==> config.mk <==
export PLATFORM = sky130hd
export DESIGN_NAME = ethernet_rx_burst
export DESIGN_NICKNAME = d
export VERILOG_FILES = /design/src/rtl/ethernet_rx_burst.sv
export SDC_FILE = /design/constraint.sdc
export NUM_CORES = 1
export LEC_CHECK = 0
export CAP_MARGIN = 20
export CORE_MARGIN = 5
export CORE_UTILIZATION = 60
export CTS_BUF_LIST = sky130_fd_sc_hd__clkbuf_4
export CTS_CLUSTER_DIAMETER = 40
export CTS_CLUSTER_SIZE = 30
export DETAILED_ROUTE_END_ITERATION = 12
export PLACE_DENSITY = 0.78
export REMOVE_ABC_BUFFERS = 1
export SLEW_MARGIN = 20
export SYNTH_ARGS = -nofsm -noshare
export SYNTH_HDL_FRONTEND = slang
export SYNTH_SLANG_ARGS = --single-unit
==> constraint.sdc <==
create_clock -name clk -period 5.45 [get_ports clk]
set_input_delay 0.545 -clock clk [delete_from_list [all_inputs] [get_ports clk]]
set_output_delay 0.545 -clock clk [all_outputs]
set_load 0.01 [all_outputs]
==> src/rtl/ethernet_rx_burst.sv <==
// rtl/ethernet_rx_burst.sv - RMII receiver decoding burst request frames into a FWFT request FIFO
module ethernet_rx_burst #(
  parameter logic [47:0] FPGA_MAC    = 48'h0,
  parameter logic [15:0] ETHERTYPE   = 16'h88B5,
  parameter int          ADDR_WIDTH  = 16,
  parameter int          DATA_WIDTH  = 16,
  parameter int          MAX_RECORDS = 8,
  parameter int          FIFO_DEPTH  = 16
) (
  input  logic                  clk,
  input  logic                  rst,
  input  logic                  crsdv,
  input  logic [1:0]            rxd,
  output logic [ADDR_WIDTH-1:0] addr_o,
  output logic [DATA_WIDTH-1:0] data_o,
  output logic                  rw_o,
  output logic                  valid_o,
  input  logic                  ready_i,
  output logic [15:0]           frames_ok,
  output logic [15:0]           rec_drop,
  output logic                  frame_err
);
  localparam int REC_BYTES = 1 + ADDR_WIDTH / 8 + DATA_WIDTH / 8;
  localparam int REC_W     = 8 * REC_BYTES;
  localparam int ACC_W     = (REC_W > 48) ? REC_W : 48;
  localparam int ENTRY_W   = 1 + ADDR_WIDTH + DATA_WIDTH;
  localparam int PTR_W     = (FIFO_DEPTH > 1) ? $clog2(FIFO_DEPTH) : 1;
  localparam logic [3:0]       REC_LAST = 4'(REC_BYTES - 1);
  localparam logic [7:0]       MAX_REC  = 8'(MAX_RECORDS);
  localparam logic [PTR_W:0]   DEPTH_C  = (PTR_W + 1)'(FIFO_DEPTH);

  typedef enum logic [2:0] {
    S_IDLE, S_PREAMBLE, S_DST, S_SRC, S_ETYPE, S_COUNT, S_REC, S_DROP
  } state_t;

  state_t               state_q, state_d;
  logic [1:0]           dibit_q, dibit_d;
  logic [5:0]           shift_q, shift_d;
  logic [3:0]           byte_cnt_q, byte_cnt_d;
  logic [ACC_W-9:0]     acc_q, acc_d;
  logic [7:0]           rec_left_q, rec_left_d;
  logic [ENTRY_W-1:0]   entry_q, entry_d;
  logic                 op_ok_q, op_ok_d;
  logic                 commit_q, commit_d;
  logic                 last_q, last_d;
  logic                 err_q, err_d;
  logic                 armed_q, armed_d;
  logic [PTR_W-1:0]     wr_ptr_q, wr_ptr_d, rd_ptr_q, rd_ptr_d;
  logic [PTR_W:0]       count_q, count_d;
  logic [15:0]          frames_ok_q, frames_ok_d, rec_drop_q, rec_drop_d;
  logic [ENTRY_W-1:0]   mem_q [FIFO_DEPTH];

  logic                 in_frame, byte_done, pop, room, push;
  logic [7:0]           byte_val;
  logic [ACC_W-1:0]     acc_next;
  logic [ENTRY_W-1:0]   head;

  assign in_frame  = (state_q == S_DST) || (state_q == S_SRC) || (state_q == S_ETYPE) ||
                     (state_q == S_COUNT) || (state_q == S_REC);
  assign byte_done = crsdv && (dibit_q == 2'd3) && in_frame;
  assign byte_val  = {rxd, shift_q};
  assign acc_next  = {acc_q, byte_val};

  always_comb begin
    state_d    = state_q;
    dibit_d    = crsdv ? dibit_q + 2'd1 : 2'd0;
    shift_d    = {rxd, shift_q[5:2]};
    byte_cnt_d = byte_cnt_q;
    acc_d      = acc_q;
    rec_left_d = rec_left_q;
    entry_d    = entry_q;
    op_ok_d    = op_ok_q;
    commit_d   = 1'b0;
    last_d     = 1'b0;
    err_d      = 1'b0;
    armed_d    = armed_q | ~crsdv;
    if (byte_done) begin
      acc_d      = acc_next[ACC_W-9:0];
      byte_cnt_d = byte_cnt_q + 4'd1;
    end
    case (state_q)
      S_IDLE: begin
        dibit_d = 2'd0;
        if (crsdv && rxd == 2'b01 && armed_q) state_d = S_PREAMBLE;
      end
      S_PREAMBLE: begin
        dibit_d    = 2'd0;
        byte_cnt_d = 4'd0;
        if (crsdv && rxd == 2'b11) state_d = S_DST;
      end
      S_DST: if (byte_done && byte_cnt_q == 4'd5) begin
        byte_cnt_d = 4'd0;
        state_d    = (acc_next[47:0] == FPGA_MAC) ? S_SRC : S_DROP;
      end
      S_SRC: if (byte_done && byte_cnt_q == 4'd5) begin
        byte_cnt_d = 4'd0;
        state_d    = S_ETYPE;
      end
      S_ETYPE: if (byte_done && byte_cnt_q == 4'd1) begin
        byte_cnt_d = 4'd0;
        state_d    = (acc_next[15:0] == ETHERTYPE) ? S_COUNT : S_DROP;
      end
      S_COUNT: if (byte_done) begin
        byte_cnt_d = 4'd0;
        rec_left_d = byte_val;
        state_d    = (byte_val != 8'd0 && byte_val <= MAX_REC) ? S_REC : S_DROP;
      end
      S_REC: if (byte_done && byte_cnt_q == REC_LAST) begin
        // Record is latched here and pushed one cycle later.
        byte_cnt_d = 4'd0;
        commit_d   = 1'b1;
        last_d     = (rec_left_q == 8'd1);
        op_ok_d    = (acc_next[REC_W-1 -: 7] == 7'd0);
        entry_d    = {acc_next[REC_W-8], acc_next[ADDR_WIDTH+DATA_WIDTH-1:0]};
        rec_left_d = rec_left_q - 8'd1;
        if (rec_left_q == 8'd1) state_d = S_DROP;
      end
      S_DROP: ;
      default: state_d = S_IDLE;
    endcase
    if (!crsdv && state_q != S_IDLE) begin
      state_d = S_IDLE;
      err_d   = in_frame && (state_q != S_DST);
    end
  end

  assign pop  = valid_o && ready_i;
  assign room = (count_q != DEPTH_C) || pop;
  assign push = commit_q && op_ok_q && room;

  always_comb begin
    wr_ptr_d    = wr_ptr_q;
    rd_ptr_d    = rd_ptr_q;
    count_d     = count_q;
    frames_ok_d = frames_ok_q;
    rec_drop_d  = rec_drop_q;
    if (push) wr_ptr_d = wr_ptr_q + PTR_W'(1);
    if (pop)  rd_ptr_d = rd_ptr_q + PTR_W'(1);
    if (push && !pop) count_d = count_q + (PTR_W + 1)'(1);
    if (pop && !push) count_d = count_q - (PTR_W + 1)'(1);
    if (commit_q && last_q) frames_ok_d = frames_ok_q + 16'd1;
    if (commit_q && (!op_ok_q || !room)) rec_drop_d = rec_drop_q + 16'd1;
  end

  always_ff @(posedge clk) begin
    if (rst) begin
      state_q     <= S_IDLE;
      dibit_q     <= 2'd0;
      shift_q     <= 6'd0;
      byte_cnt_q  <= 4'd0;
      acc_q       <= '0;
      rec_left_q  <= 8'd0;
      entry_q     <= '0;
      op_ok_q     <= 1'b0;
      commit_q    <= 1'b0;
      last_q      <= 1'b0;
      err_q       <= 1'b0;
      armed_q     <= 1'b0;
      wr_ptr_q    <= '0;
      rd_ptr_q    <= '0;
      count_q     <= '0;
      frames_ok_q <= 16'd0;
      rec_drop_q  <= 16'd0;
    end else begin
      state_q     <= state_d;
      dibit_q     <= dibit_d;
      shift_q     <= shift_d;
      byte_cnt_q  <= byte_cnt_d;
      acc_q       <= acc_d;
      rec_left_q  <= rec_left_d;
      entry_q     <= entry_d;
      op_ok_q     <= op_ok_d;
      commit_q    <= commit_d;
      last_q      <= last_d;
      err_q       <= err_d;
      armed_q     <= armed_d;
      wr_ptr_q    <= wr_ptr_d;
      rd_ptr_q    <= rd_ptr_d;
      count_q     <= count_d;
      frames_ok_q <= frames_ok_d;
      rec_drop_q  <= rec_drop_d;
    end
  end

  // Storage needs no reset: the pointers and count define what is live.
  always_ff @(posedge clk) begin
    if (push) mem_q[wr_ptr_q] <= entry_q;
  end

  assign head      = mem_q[rd_ptr_q];
  assign valid_o   = (count_q != '0);
  assign rw_o      = valid_o ? head[ENTRY_W-1] : 1'b0;
  assign addr_o    = valid_o ? head[ADDR_WIDTH+DATA_WIDTH-1:DATA_WIDTH] : '0;
  assign data_o    = valid_o ? head[DATA_WIDTH-1:0] : '0;
  assign frames_ok = frames_ok_q;
  assign rec_drop  = rec_drop_q;
  assign frame_err = err_q;
endmodule

==> results of run 1 <==
[state kept, by name, indices dropped and copies added, names as in the netlist, named ones only]
signal and cells:
mem_q 528, acc_q 40, entry_q 33, frames_ok 16
rec_drop 16, rec_left_q 8, shift_q 6, count_q 5
byte_cnt_q 4, rd_ptr_q 4, wr_ptr_q 4, state_q 3
dibit_q 2, armed_q 1, commit_q 1, frame_err 1
last_q 1, op_ok_q 1
[worst max-delay path by stage]
stage,cells past startpoint,end,start,slack (ps)
6_report,5,data_o[6],flip-flop,1090
5_1_grt,5,data_o[15],flip-flop,820
3_5_place_dp,6,mem_q[15][0],ready_i,1750
2_1_floorplan,3,addr_o[0],flip-flop,-1850
3_3_place_gp,6,mem_q[15][0],ready_i,1860
4_1_cts,5,data_o[6],flip-flop,950
[cell usage after synthesis, types with 18 or more instances]
library cell	count	area, µm²
and2_1	36	225
edfxtp_1	528	15900
nand3_1	20	100
nor2_1	67	251
mux4_2	165	3720
clkbuf_1	62	233
nor3_1	20	100
o21ai_0	18	90.1
inv_1	25	93.8
nand2_1	183	687
nand4_1	18	113
xor2_1	19	166
dfxtp_1	150	3000
a21oi_1	101	505
[per-stage QoR]
step	setup WS [ps]	std cells	setup TNS, ps	utilization [%]
after global routing	822	2304	0	67.0
after global placement	1860	2170	0	64.2
after floorplan	-1850	1483	-61130	-
after detailed placement	1750	2170	0	64.2
final	1090	2304	0	67.0
after CTS	951	2303	0	66.9
[report_power, final]
part | total (µW) | switching (µW) | internal, µW
registers | 5620 | 105 | 5520
clock network | 2960 | 1820 | 1150
logic | 763 | 436 | 327
total | 9340 | 2360 | 6990
[logic make-up (layout without fill, tap and decap cells)]
family,Yosys count,in the layout,synth area share [%]
AOI/OAI and AO/OA,153,153,3.26
xor gates and xnor gates,36,36,1.19
adders and majority gates,18,18,0.881
buffers and inverters,114,261,1.92
DFF,678,678,71.4
muxes,169,169,14.2
other,0,1,0
and+or+nand+nor,403,403,7.16
[worst register-to-register path: stages (launching register included)]
cell	delay (ps)
dfxtp_1	760
nand2_1	200
a31oi_1	530
nand2_1	410
nor2_4	680
buf_4	500
[layer usage]
| metal | GRT usage [%] | up-vias | share of wire [%] |
|---|---|---|---|
| li1 | - | 6256 | - |
| met1 | 33.2 | 7311 | 41 |
| met2 | 38.7 | 577 | 49 |
| met3 | 4.07 | 120 | 7.3 |
| met4 | 7.26 | 0 | 2.9 |
| met5 | 0 | - | 0 |
[cell type report]
class                           count  area [µm²]  share of cell area [%]
Timing Repair Buffer              102         981                    3.38
Antenna cell                        1        2.50                 0.00862
Multi-Input combinational cell    779        7180                    24.7
Inverter                           26        97.6                   0.336
Clock inverter                     56         594                    2.05
Sequential cell                   678       18900                    65.0
Clock buffer                       77         578                    1.99
Tap cell                          585         732                    2.52
==> results by group, run 1 <==
Route
  – WL final: 55.3 mm
  – 1st-pass router iterations: 5
  – DR WL/cell: 24.0 µm
  – Initial DRC count: 1769
  – Vias per cell: 6.19
  – Vias: 14300
  – Antenna-violating nets left: 0
  – Residual DRC: 0

Setup path
  – Top delay family on crit path: multiplexers
  – Critical path capture point type: output pin
  – Worst Path Arrival: 3810 ps
  – Crit-path cells: buf_4 > mux4_2 > mux4_2 > and2_1 > clkdlybuf4s50_1
  – CP Launch Type: flip-flop
  – Crit-path max FO: 34
  – WS Path Type: reg2out
  – CP peak stage delay: 860 ps
  – CP max-delay cell: dfxtp_4
  – WP buf/inv: 2
  – R2R Path Start: commit_q
  – Crit path top cell by count: mux4_2
  – Reg2reg setup slack: 2050 ps
  – Worst r2r path cells: 5
  – Req. time, crit path: 4910 ps
  – FF-to-FF End: mem_q[15][19]

Die
  – IO Pins: 73
  – Overall die height: 220 µm
  – # rows: 76
  – Core Area: 43400 µm²
  – Die ar.: 48300 µm²
  – Die Wd: 220 µm
  – Initial Util: 60.9%

Global routing
  – Gr usage total: 23.6%
  – Vias in the first global route: 14600
  – First-pass GRT wire length: 85.9 mm
  – Global route total overflow: 0
  – Initial antenna violation count: 1
  – Largest net degree at the start of global routing: 92

Logic synthesis
  – Synthesized area: 26400 µm²
  – Synth Register Bits: 678
  – Syn avg cell area: 16.8 µm²
  – Sequential fraction of the synthesis area: 71.4%
  – Mapped Cells: 1571
  – Top_reg_cell synth: edfxtp_1
  – Ys async rst share: 0%
  – Synth warnings: 0
  – Distinct cells, synth: 58
  – EDFF count, synth: 528

Run
  – Max Cap Viol: 0

Placed design
  – DP HPWL: 31.3 mm
  – Placed Area: 27900 µm²
  – RePlAce Congestion: 0.844
  – PortBufs: 72

Timing
  – Worst-margin pin slew: 1010 ps
  – Minimum clock period: 4360 ps
  – Tcrit/Tclk final: 80.0%
  – Final Skew: 67.3 ps
  – Final setup violation count: 0
  – Final hold violation count: 0
  – Slew Limit Fails: 0
  – Unrepaired setup endpoints after global routing: false
  – Rel. slew slack: 33.0%
  – Achievable frequency: 0.229 GHz
  – Final hold slack: 319 ps

Min path
  – Hold Crit Depth: 2
  – HP Class: in2reg
  – Hold_sp: rst

Power
  – Final Total Pwr: 9340 µW
  – Leakage power: 0.0103 µW
  – Maximum VDD drop: 0.000296 V
  – Pwr dens: 322 nW/µm²

Cells and area
  – Fill cell count: 2902
  – Layout cells sized above 1: 20.3%
  – Most common cell after layout, fill and taps aside: edfxtp_1
  – Area Overhead vs Synth: 9.87%
  – Most frequent cells in the layout: edfxtp_1, nand2_1, mux4_2
  – Final nets: 1683
  – Design area: 29000 µm²

Clock network
  – Clock Latency Late Sink: 820 ps
  – Clk buf depth: 3
  – CTS tree: yes
  – CTS clk-pin slew, worst paths: 130 ps
  – H-tree depth: 3
  – Num CTS Buffers: 72
  – Clock sinks: 678
  – CTS resizes: 0
  – CTS Root Cell: clkbuf_4
  – Post-CTS Setup Bufs: 0
  – # hold bufs at CTS: 0

Status
  – Status: finished, final reports clean
(Power assumes the default switching activity.)
==> inputs of run 2 (changes only) <==
--- a/config.mk
+++ b/config.mk
@@ -7,12 +7,12 @@
 export LEC_CHECK = 0
 export CAP_MARGIN = 20
 export CORE_MARGIN = 5
-export CORE_UTILIZATION = 60
+export CORE_UTILIZATION = 58
 export CTS_BUF_LIST = sky130_fd_sc_hd__clkbuf_4
 export CTS_CLUSTER_DIAMETER = 40
 export CTS_CLUSTER_SIZE = 30
 export DETAILED_ROUTE_END_ITERATION = 12
-export PLACE_DENSITY = 0.78
+export PLACE_DENSITY = 0.79
 export REMOVE_ABC_BUFFERS = 1
 export SLEW_MARGIN = 20
 export SYNTH_ARGS = -nofsm -noshare
==> constraint.sdc (replaced) <==
create_clock -name clk -period 3.95 [get_ports clk]
set_input_delay 0.395 -clock clk [delete_from_list [all_inputs] [get_ports clk]]
set_output_delay 0.395 -clock clk [all_outputs]
set_load 0.01 [all_outputs]
==> run 2 against run 1 <==
Wire length up 0.54%. Final area up 1.3%. Count of clock-buffer cells in the layout up 7. First-iteration DRC count down 16%. Critical path depth unchanged. Highest routed layer unchanged.
==> results by group, run 2 (same netlist as run 1, synthesis figures left out) <==
Status
  – Status: finished, final reports clean

Clock network
  – Clock sinks: 678
  – CTS tree: yes
  – Num CTS Buffers: 77
  – Clock Latency Late Sink: 850 ps
  – H-tree depth: 3
  – Clk buf depth: 3
  – CTS clk-pin slew, worst paths: 130 ps
  – CTS Root Cell: clkbuf_4

Die
  – Die Wd: 223 µm
  – # rows: 78
  – Initial Util: 58.5%
  – Die ar.: 49900 µm²
  – Core Area: 45200 µm²
  – IO Pins: 73
  – Overall die height: 223 µm

Route
  – Residual DRC: 0
  – Antenna-violating nets left: 0
  – Vias: 14300
  – Initial DRC count: 1487
  – DR WL/cell: 23.8 µm
  – Vias per cell: 6.13
  – WL final: 55.6 mm
  – 1st-pass router iterations: 5

Cells and area
  – Design area: 29400 µm²
  – Most frequent cells in the layout: edfxtp_1, nand2_1, mux4_2
  – Layout cells sized above 1: 21.1%
  – Final nets: 1697
  – Biggest regs: mem_q x528, acc_q x40, entry_q x33
  – Biggest register: mem_q
  – Area Overhead vs Synth: 11.3%
  – Largest register FFs: 528
  – Most common cell after layout, fill and taps aside: edfxtp_1

Run
  – Max Cap Viol: 0

Global routing
  – Gr usage total: 22.7%
  – Largest net degree at the start of global routing: 88
  – Global route total overflow: 0
  – First-pass GRT wire length: 87.0 mm
  – Vias in the first global route: 14600
  – Initial antenna violation count: 1

Placed design
  – DP HPWL: 32.7 mm
  – PortBufs: 72
  – Placed Area: 28100 µm²
  – RePlAce Congestion: 0.801

Setup path
  – WS Path Type: reg2out
  – Crit-path max FO: 42
  – Req. time, crit path: 3560 ps
  – CP Launch Type: flip-flop
  – Critical path capture point type: output pin
  – Worst Path Arrival: 3400 ps

Timing
  – Slew Limit Fails: 0
  – Rel. slew slack: 37.6%
  – Worst-margin pin slew: 936 ps
  – Minimum clock period: 3790 ps
  – Tcrit/Tclk final: 96.0%
  – Final setup violation count: 0
  – Unrepaired setup endpoints after global routing: false
  – Achievable frequency: 0.264 GHz
  – Final Skew: 70.0 ps
  – Final hold violation count: 0

Power
  – Leakage power: 0.0105 µW
  – Pwr dens: 447 nW/µm²
  – Final Total Pwr: 13100 µW
  – Maximum VDD drop: 0.000244 V

Min path
  – HP Class: in2reg
[run 2: cell type report]
cell class	instances	area [µm²]
tap	600	751
antenna	1	2.50
inverter	26	97.6
multi-input combinational	779	7180
timing repair buffer	111	1200
sequential	678	18900
fill	2983	15800
clock buffer	84	631
clock inverter	60	677
[run 2: report_power, final]
part | internal (µW) | leakage [µW] | switching (µW)
combinational | 475 | 0.00241 | 670
sequential | 7610 | 0.00736 | 66.0
clock | 1750 | 0.000708 | 2580
total | 9840 | 0.0105 | 3310
[run 2: worst paths after layout]
check	start	endpoint	slack, ps	cells past startpoint
setup / recovery	flip-flop	addr_o[3]	160	5
hold / removal	rst	rec_drop[12]	190	2
setup reg to reg	state_q[1]	entry_q[15]	1050	5
hold reg to reg	dibit_q[0]	dibit_q[0]	450	1
[run 2: per-layer routing]
metal | GRT usage [%] | part of all wire [%] | vias to the layer above
met5 | 0 | 0 | -
met1 | 32.0 | 39 | 7317
li1 | - | - | 6316
met2 | 36.9 | 50 | 638
met4 | 6.48 | 2.2 | 0
met3 | 4.29 | 8.3 | 68
[run 2: critical path, cell delays in order (launching register included)]
cell and delay, ps:
dfxtp_4 440, buf_12 320, mux4_2 560, mux4_2 480, and2_1 210, clkdlybuf4s50_1 500
[run 2: timing repair]
action	CTS	global route
buffers inserted	0	1
setup endpoints to repair	0	4
hold buffers	0	0
resized for setup	0	1
[run 2: per-stage QoR]
stage	std cells	hold slack, ps	setup slack (ps)	util [%]	TNS [ps]
6_report	2339	187	159	65.1	0
5_1_grt	2339	169	1.81	65.1	0
4_1_cts	2337	115	9.61	65.0	0
3_5_place_dp	2193	433	939	62.1	0
3_3_place_gp	2193	414	971	62.1	0
2_1_floorplan	1483	405	-3200	-	-118490
